### src/rtl/dmem_pkg.sv
// Shared encodings and helpers for the data-memory load/store unit.
package dmem_pkg;

    // Access size encodings carried on req_size
    localparam logic [1:0] SZ_B = 2'd0;
    localparam logic [1:0] SZ_H = 2'd1;
    localparam logic [1:0] SZ_W = 2'd2;

    typedef enum logic [1:0] {
        IDLE   = 2'd0,
        ACCESS = 2'd1,
        RESP   = 2'd2
    } state_e;

    // Number of bytes moved by an access of the given size; 0 for the illegal code
    function automatic logic [2:0] size_to_bytes(input logic [1:0] size);
        case (size)
            SZ_B:    size_to_bytes = 3'd1;
            SZ_H:    size_to_bytes = 3'd2;
            SZ_W:    size_to_bytes = 3'd4;
            default: size_to_bytes = 3'd0;
        endcase
    endfunction

endpackage

### src/rtl/dmem_lsu_if.sv
// Request/response handshake plus data-memory port of the load/store unit.
// slave is the LSU itself; master is the execute stage together with the memory.
interface dmem_lsu_if #(
    parameter int DATA_WIDTH = 32,
    parameter int ADDR_WIDTH = 12
);
    logic                          req_valid;
    logic                          req_ready;
    logic                          req_wen;
    logic [1:0]                    req_size;
    logic                          req_unsigned;
    logic [ADDR_WIDTH-1:0]         req_addr;
    logic [DATA_WIDTH-1:0]         req_wdata;

    logic                          resp_valid;
    logic                          resp_ready;
    logic [DATA_WIDTH-1:0]         resp_rdata;
    logic                          resp_err;

    logic                          mem_wen;
    logic [$clog2(DATA_WIDTH)-3:0] mem_wwide;
    logic [ADDR_WIDTH-1:0]         mem_addr;
    logic [DATA_WIDTH-1:0]         mem_wdata;
    logic [DATA_WIDTH-1:0]         mem_rdata;

    modport slave (
        input  req_valid, req_wen, req_size, req_unsigned, req_addr, req_wdata,
        input  resp_ready, mem_rdata,
        output req_ready, resp_valid, resp_rdata, resp_err,
        output mem_wen, mem_wwide, mem_addr, mem_wdata
    );

    modport master (
        output req_valid, req_wen, req_size, req_unsigned, req_addr, req_wdata,
        output resp_ready, mem_rdata,
        input  req_ready, resp_valid, resp_rdata, resp_err,
        input  mem_wen, mem_wwide, mem_addr, mem_wdata
    );

endinterface

### src/rtl/dmem_load_align.sv
// Big-endian load lane select and sign/zero extension of a fetched memory word.
module dmem_load_align
    import dmem_pkg::*;
#(
    parameter int DATA_WIDTH = 32
) (
    input  logic [DATA_WIDTH-1:0] word,
    input  logic [1:0]            lane,
    input  logic [1:0]            size,
    input  logic                  is_unsigned,
    output logic [DATA_WIDTH-1:0] data
);

    logic [7:0]  byte_sel;
    logic [15:0] half_sel;

    // Lane 0 is the most significant byte of the word
    always_comb begin
        unique case (lane)
            2'd0: byte_sel = word[31:24];
            2'd1: byte_sel = word[23:16];
            2'd2: byte_sel = word[15:8];
            default: byte_sel = word[7:0];
        endcase
        half_sel = lane[1] ? word[15:0] : word[31:16];
        case (size)
            SZ_B:    data = {{24{~is_unsigned & byte_sel[7]}}, byte_sel};
            SZ_H:    data = {{16{~is_unsigned & half_sel[15]}}, half_sel};
            SZ_W:    data = word;
            default: data = '0;
        endcase
    end

endmodule

### src/rtl/dmem_lsu.sv
// Load/store unit: single-outstanding initiator on the big-endian data memory port.
module dmem_lsu
    import dmem_pkg::*;
#(
    parameter int DATA_WIDTH = 32,
    parameter int ADDR_WIDTH = 12
) (
    input  logic        CLK,
    input  logic        RST,
    dmem_lsu_if.slave   bus,
    output logic [15:0] acc_count
);

    localparam logic [ADDR_WIDTH-1:0] A_TWO   = ADDR_WIDTH'(2);
    localparam logic [ADDR_WIDTH-1:0] A_THREE = ADDR_WIDTH'(3);

    state_e                state_q, state_d;
    logic                  wen_q, wen_d;
    logic [1:0]            size_q, size_d;
    logic                  uns_q, uns_d;
    logic [ADDR_WIDTH-1:0] addr_q, addr_d;
    logic [DATA_WIDTH-1:0] wdata_q, wdata_d;
    logic [DATA_WIDTH-1:0] rdata_q, rdata_d;
    logic                  err_q, err_d;
    logic [15:0]           cnt_q, cnt_d;
    logic                  req_err;
    logic [DATA_WIDTH-1:0] load_data;

    dmem_load_align #(
        .DATA_WIDTH (DATA_WIDTH)
    ) u_align (
        .word        (bus.mem_rdata),
        .lane        (addr_q[1:0]),
        .size        (size_q),
        .is_unsigned (uns_q),
        .data        (load_data)
    );

    // Reject misaligned/illegal requests, and narrow stores whose start address would underflow
    always_comb begin
        case (bus.req_size)
            SZ_B:    req_err = bus.req_wen && (bus.req_addr < A_THREE);
            SZ_H:    req_err = bus.req_addr[0] || (bus.req_wen && (bus.req_addr < A_TWO));
            SZ_W:    req_err = (bus.req_addr[1:0] != 2'b00);
            default: req_err = 1'b1;
        endcase
    end

    // Next-state, handshake and memory-port decode
    always_comb begin
        state_d        = state_q;
        wen_d          = wen_q;
        size_d         = size_q;
        uns_d          = uns_q;
        addr_d         = addr_q;
        wdata_d        = wdata_q;
        rdata_d        = rdata_q;
        err_d          = err_q;
        cnt_d          = cnt_q;
        bus.req_ready  = 1'b0;
        bus.resp_valid = 1'b0;
        bus.mem_wen    = 1'b0;
        bus.mem_wwide  = '0;
        bus.mem_addr   = '0;
        bus.mem_wdata  = '0;
        unique case (state_q)
            IDLE: begin
                bus.req_ready = 1'b1;
                if (bus.req_valid) begin
                    wen_d   = bus.req_wen;
                    size_d  = bus.req_size;
                    uns_d   = bus.req_unsigned;
                    addr_d  = bus.req_addr;
                    wdata_d = bus.req_wdata;
                    rdata_d = '0;
                    err_d   = req_err;
                    state_d = req_err ? RESP : ACCESS;
                end
            end
            ACCESS: begin
                if (wen_q) begin
                    bus.mem_wen   = 1'b1;
                    bus.mem_wwide = size_to_bytes(size_q);
                    bus.mem_wdata = wdata_q;
                    // Memory writes downward from addr+3, so back off so the last byte lands at A
                    case (size_q)
                        SZ_B:    bus.mem_addr = addr_q - A_THREE;
                        SZ_H:    bus.mem_addr = addr_q - A_TWO;
                        default: bus.mem_addr = addr_q;
                    endcase
                end else begin
                    bus.mem_addr = {addr_q[ADDR_WIDTH-1:2], 2'b00};
                    rdata_d      = load_data;
                end
                state_d = RESP;
            end
            RESP: begin
                bus.resp_valid = 1'b1;
                if (bus.resp_ready) begin
                    state_d = IDLE;
                    if (!err_q) begin
                        cnt_d = cnt_q + 16'd1;
                    end
                end
            end
            default: state_d = IDLE;
        endcase
    end

    // State and latched request fields
    always_ff @(posedge CLK or posedge RST) begin
        if (RST) begin
            state_q <= IDLE;
            wen_q   <= 1'b0;
            size_q  <= SZ_B;
            uns_q   <= 1'b0;
            addr_q  <= '0;
            wdata_q <= '0;
            rdata_q <= '0;
            err_q   <= 1'b0;
            cnt_q   <= '0;
        end else begin
            state_q <= state_d;
            wen_q   <= wen_d;
            size_q  <= size_d;
            uns_q   <= uns_d;
            addr_q  <= addr_d;
            wdata_q <= wdata_d;
            rdata_q <= rdata_d;
            err_q   <= err_d;
            cnt_q   <= cnt_d;
        end
    end

    assign bus.resp_rdata = rdata_q;
    assign bus.resp_err   = err_q;
    assign acc_count      = cnt_q;

endmodule

### src/flat_wrapper.sv
// flat-port wrapper written by rule: the top's interface ports become plain ports
module dmem_lsu_flat import dmem_pkg::*;
#(
    parameter int DATA_WIDTH = 32,
    parameter int ADDR_WIDTH = 12
)
  (CLK, RST, acc_count, bus_req_valid, bus_req_wen, bus_req_size, bus_req_unsigned, bus_req_addr, bus_req_wdata, bus_resp_ready, bus_mem_rdata, bus_req_ready, bus_resp_valid, bus_resp_rdata, bus_resp_err, bus_mem_wen, bus_mem_wwide, bus_mem_addr, bus_mem_wdata);
  dmem_lsu_if #(.DATA_WIDTH(DATA_WIDTH), .ADDR_WIDTH(ADDR_WIDTH)) bus_i ();
  input  logic CLK;
  input  logic RST;
  output logic [15:0] acc_count;
  input wire logic [$bits(bus_i.req_valid)-1:0] bus_req_valid;
  input wire logic [$bits(bus_i.req_wen)-1:0] bus_req_wen;
  input wire logic [$bits(bus_i.req_size)-1:0] bus_req_size;
  input wire logic [$bits(bus_i.req_unsigned)-1:0] bus_req_unsigned;
  input wire logic [$bits(bus_i.req_addr)-1:0] bus_req_addr;
  input wire logic [$bits(bus_i.req_wdata)-1:0] bus_req_wdata;
  input wire logic [$bits(bus_i.resp_ready)-1:0] bus_resp_ready;
  input wire logic [$bits(bus_i.mem_rdata)-1:0] bus_mem_rdata;
  output wire logic [$bits(bus_i.req_ready)-1:0] bus_req_ready;
  output wire logic [$bits(bus_i.resp_valid)-1:0] bus_resp_valid;
  output wire logic [$bits(bus_i.resp_rdata)-1:0] bus_resp_rdata;
  output wire logic [$bits(bus_i.resp_err)-1:0] bus_resp_err;
  output wire logic [$bits(bus_i.mem_wen)-1:0] bus_mem_wen;
  output wire logic [$bits(bus_i.mem_wwide)-1:0] bus_mem_wwide;
  output wire logic [$bits(bus_i.mem_addr)-1:0] bus_mem_addr;
  output wire logic [$bits(bus_i.mem_wdata)-1:0] bus_mem_wdata;
  assign bus_i.req_valid = bus_req_valid;
  assign bus_i.req_wen = bus_req_wen;
  assign bus_i.req_size = bus_req_size;
  assign bus_i.req_unsigned = bus_req_unsigned;
  assign bus_i.req_addr = bus_req_addr;
  assign bus_i.req_wdata = bus_req_wdata;
  assign bus_i.resp_ready = bus_resp_ready;
  assign bus_i.mem_rdata = bus_mem_rdata;
  assign bus_req_ready = bus_i.req_ready;
  assign bus_resp_valid = bus_i.resp_valid;
  assign bus_resp_rdata = bus_i.resp_rdata;
  assign bus_resp_err = bus_i.resp_err;
  assign bus_mem_wen = bus_i.mem_wen;
  assign bus_mem_wwide = bus_i.mem_wwide;
  assign bus_mem_addr = bus_i.mem_addr;
  assign bus_mem_wdata = bus_i.mem_wdata;
  dmem_lsu #(.DATA_WIDTH(DATA_WIDTH), .ADDR_WIDTH(ADDR_WIDTH)) u_core (.CLK(CLK), .RST(RST), .bus(bus_i), .acc_count(acc_count));
endmodule
### config.mk
export PLATFORM = sky130hd
export DESIGN_NAME = dmem_lsu_flat
export DESIGN_NICKNAME = d
export VERILOG_FILES = /design/src/rtl/dmem_pkg.sv /design/src/rtl/dmem_lsu_if.sv /design/src/rtl/dmem_load_align.sv /design/src/rtl/dmem_lsu.sv /design/src/flat_wrapper.sv
export SDC_FILE = /design/constraint.sdc
export NUM_CORES = 1
export LEC_CHECK = 0
export CORE_MARGIN = 5
export CORE_UTILIZATION = 35
export CTS_BUF_LIST = sky130_fd_sc_hd__clkbuf_16
export DETAILED_ROUTE_END_ITERATION = 12
export DONT_BUFFER_PORTS = 1
export MAX_ROUTING_LAYER = met4
export SYNTH_ARGS = -nofsm -noshare
export SYNTH_HDL_FRONTEND = slang
export SYNTH_HIERARCHICAL = 1
export SYNTH_SLANG_ARGS = --single-unit
export TNS_END_PERCENT = 100
### constraint.sdc
create_clock -name CLK -period 3.69 [get_ports CLK]
set_input_delay 0 -clock CLK [delete_from_list [all_inputs] [get_ports CLK]]
set_output_delay 0 -clock CLK [all_outputs]
set_load 0.1 [all_outputs]
==> metrics.cfg <==
[detailed_routing]
drc=0
vias_per_cell=5.60
wirelength_mm=17.8
vias=5125
detail_route.wl_per_cell_um=19.5
ant_nets=0
drtIter0Drc=489
dr.pass1.iters=5

[power]
power.total_uw=6100
vdd_drop_max_mv=0.363
power.leakage_uw=0.00329
power_density_nw_per_um2=861

[clocking]
path_clk_slew_ns=0.07
cts_sinks=99
cts_max_level=3
cts_tree=yes
cts_buffers=9
cts_root_buf=clkbuf_16
clockBufferDepth=2
clock_latency_ns=0.34

[sta]
finalMaxSlewViolations=0
tns_ns=0
clock_skew_ns=0.00938
finalCritPeriodShare_pct=75.1
max_freq_mhz=361
setup_viol=0
rsz0062_at_grt=no
period_minus_slack_ns=2.77
max-slew-margin-rel_pct=24.6
worstMarginPinSlew_ns=1.13
hold_viol=0

[job]
maxCapViolCount=0

[yosys]
syn-num-nets=701
ys_dominant_reg_cell=dfrtp_1
ys_types=60
synth-edff-count=0
syn-instance-count=613
syn_area_sq_um=5540
synth_seq_cells=99
ys_warn_count=6
async_reset_ff_share_pct=100
postSynthAreaPerCell_sq_um=9.03
yosysSeqAreaShare_pct=44.8

[critical_path]
r2r_end=u_core/bus.resp_rdata[29]
start_kind=register
crit_fanout=25
cp.arrival_ns=2.77
criticalPathCategory=register to primary output
required_ns=3.69
r2r_slack_ns=1.14
r2r_cells=4
crit_path_start=u_core/state_q[0]
timing.rr.start=u_core/size_q[1]
setup.worst_path.end_class=primary output

[die]
start_util_pct=35.2
die_h_um=136
die_w_um=136
die_area_sq_um=18400
ioPinCount=183
coreArea_sq_um=15700
row_count=46

[finish]
drive_gt1_share_pct=15.3
postLayoutCellArea_sq_um=7090
nFillCells=1495
n_antenna_cell=0
final_util_pct=45.1
finalNetCount=782
syn_to_final_growth_pct=28.1
fin_cells=915

[min_path]
hp-class=input port to register
hold_depth=3
min_to=u_core/state_q[0]
hold_start=bus_req_size[1]

[global_routing]
grt_pass1_vias=5214
antenna_found_initial=0
grt_max_degree=66
overflow=0
grt_pass1_wl_mm=28.4
grt_usage_pct=19.8

[place]
gp_congestion=0.859
dpl.cell_count=823
place_area_sq_um=6030
port_buffers=0
hpwl_mm=11.6

[run_status]
status=finished, final reports clean

worst max-delay path: stages, from the launching register on:
cell     delay, ns
dfrtp_1       0.45
nor2b_2       0.82
nand2_1       0.42
inv_1         0.72
flip-flops by register name (all words and copies together) (netlist names):
name and count:
u_core/size_q 2, u_core/wdata_q 32, u_core/addr_q 12, u_core/state_q 2, u_core/bus.resp_err 1, u_core/acc_count 16
u_core/bus.resp_rdata 32, u_core/uns_q 1, u_core/wen_q 1
cells in the final DEF (no fill, tap or decap), types with 3 or more instances in the layout:
| cell type | netlist | routed |
|---|---|---|
| a211oi_1 | 4 | 4 |
| a21oi_1 | 12 | 11 |
| a22o_1 | 32 | 32 |
| a22oi_1 | 7 | 7 |
| and3_1 | 33 | 33 |
| buf_4 | 0 | 37 |
| clkbuf_16 | 0 | 12 |
| dfrtp_1 | 99 | 98 |
| dlygate4sd3_1 | 0 | 76 |
| ha_1 | 4 | 4 |
| inv_1 | 5 | 5 |
| mux2_2 | 9 | 9 |
| mux2i_1 | 16 | 16 |
| nand2_1 | 183 | 183 |
| nand2b_1 | 6 | 6 |
| nand3_1 | 7 | 7 |
| nand4_1 | 8 | 8 |
| nor2_1 | 22 | 13 |
| nor2_2 | 1 | 10 |
| nor3_1 | 9 | 7 |
| nor3_2 | 2 | 4 |
| o211ai_1 | 6 | 6 |
| o211ai_2 | 10 | 10 |
| o21ai_0 | 6 | 6 |
| o21ai_1 | 4 | 4 |
| o221ai_1 | 15 | 15 |
| or3_1 | 3 | 3 |
| xnor2_1 | 18 | 18 |
| xor2_1 | 5 | 5 |
how the worst max path moves through the flow:
stage,endpoint,slack (ns),cells past startpoint
2_1_floorplan,bus_mem_addr[9],0.09,6
3_3_place_gp,u_core/bus.resp_rdata[28],1.29,4
3_5_place_dp,u_core/bus.resp_rdata[29],1.16,4
4_1_cts,bus_mem_wen,0.88,3
5_1_grt,bus_mem_wen,0.73,3
6_report,bus_mem_wen,0.92,3
cell usage after synthesis (all sizes together), types with 2 or more instances:
library cell | number | share of area, %
nand2 | 183 | 12
dfrtp | 99 | 45
and3 | 33 | 3.7
a22o | 32 | 5.1
clkbuf | 30 | 2.0
nor2 | 23 | 1.6
xnor2 | 18 | 2.8
buf | 16 | 1.6
mux2i | 16 | 2.9
o211ai | 16 | 3.1
o221ai | 15 | 2.4
a21oi | 12 | 1.1
mux2 | 11 | 2.2
nor3 | 11 | 1.2
o21ai | 10 | 0.90
a22oi | 8 | 1.2
nand4 | 8 | 0.90
inv | 7 | 0.47
nand3 | 7 | 0.63
nand2b | 6 | 0.68
nor4 | 5 | 0.95
xor2 | 5 | 0.79
a211oi | 4 | 0.54
ha | 4 | 0.90
nor3b | 4 | 0.63
or3 | 4 | 0.54
nor2b | 3 | 0.34
a31oi | 2 | 0.23
and4 | 2 | 0.32
o21a | 2 | 0.27
metrics by stage:
step	hold slack [ns]	setup WS (ns)
4_1_cts	0.00228	0.877
6_report	0.0235	0.918
5_1_grt	0.0315	0.729
3_3_place_gp	0.0925	1.29
2_1_floorplan	0.105	0.0867
3_5_place_dp	0.111	1.16
power breakdown:
group          switching (uW)  leakage [uW]  internal [uW]
Combinational            1720       0.00185            895
Clock                     439      0.000150            533
Sequential               1070       0.00129           1440
cell type report:
type                    count  area (sq um)  area share (%)
clock buffers               9           225            3.18
clock inverters             7          75.1            1.06
flip-flops and latches     99          2480            35.0
multi-input cells         461          2900            40.9
well taps                 216           270            3.81
repair buffers            116          1110            15.7
inverters                   7          28.8           0.406
cells by family after synthesis:
group | share of synthesized area [%]
AOI/OAI and AO/OA | 16.5
xor gates and xnor gates | 3.64
adders and majority gates | 0.904
buffers and inverters | 4.16
DFF | 44.8
muxes | 5.13
and+or+nand+nor | 25.0
layer usage:
layer | up-vias | global-route usage [%] | part of all wire [%]
met1 | 2488 | 25.4 | 41
met2 | 293 | 30.8 | 47
met4 | 0 | 4.98 | 1.7
met3 | 24 | 5.83 | 10
met5 | - | - | 0
li1 | 2320 | - | -
what timing repair did:
| action | 4_1_cts | 5_1_grt |
|---|---|---|
| gates resized for setup | 0 | 0 |
| hold buffers | 76 | 0 |
| endpoints found under the hold margin | 138 | 0 |
| setup buffers | 0 | 0 |
No activity file was read; power rests on OpenSTA's default activity.
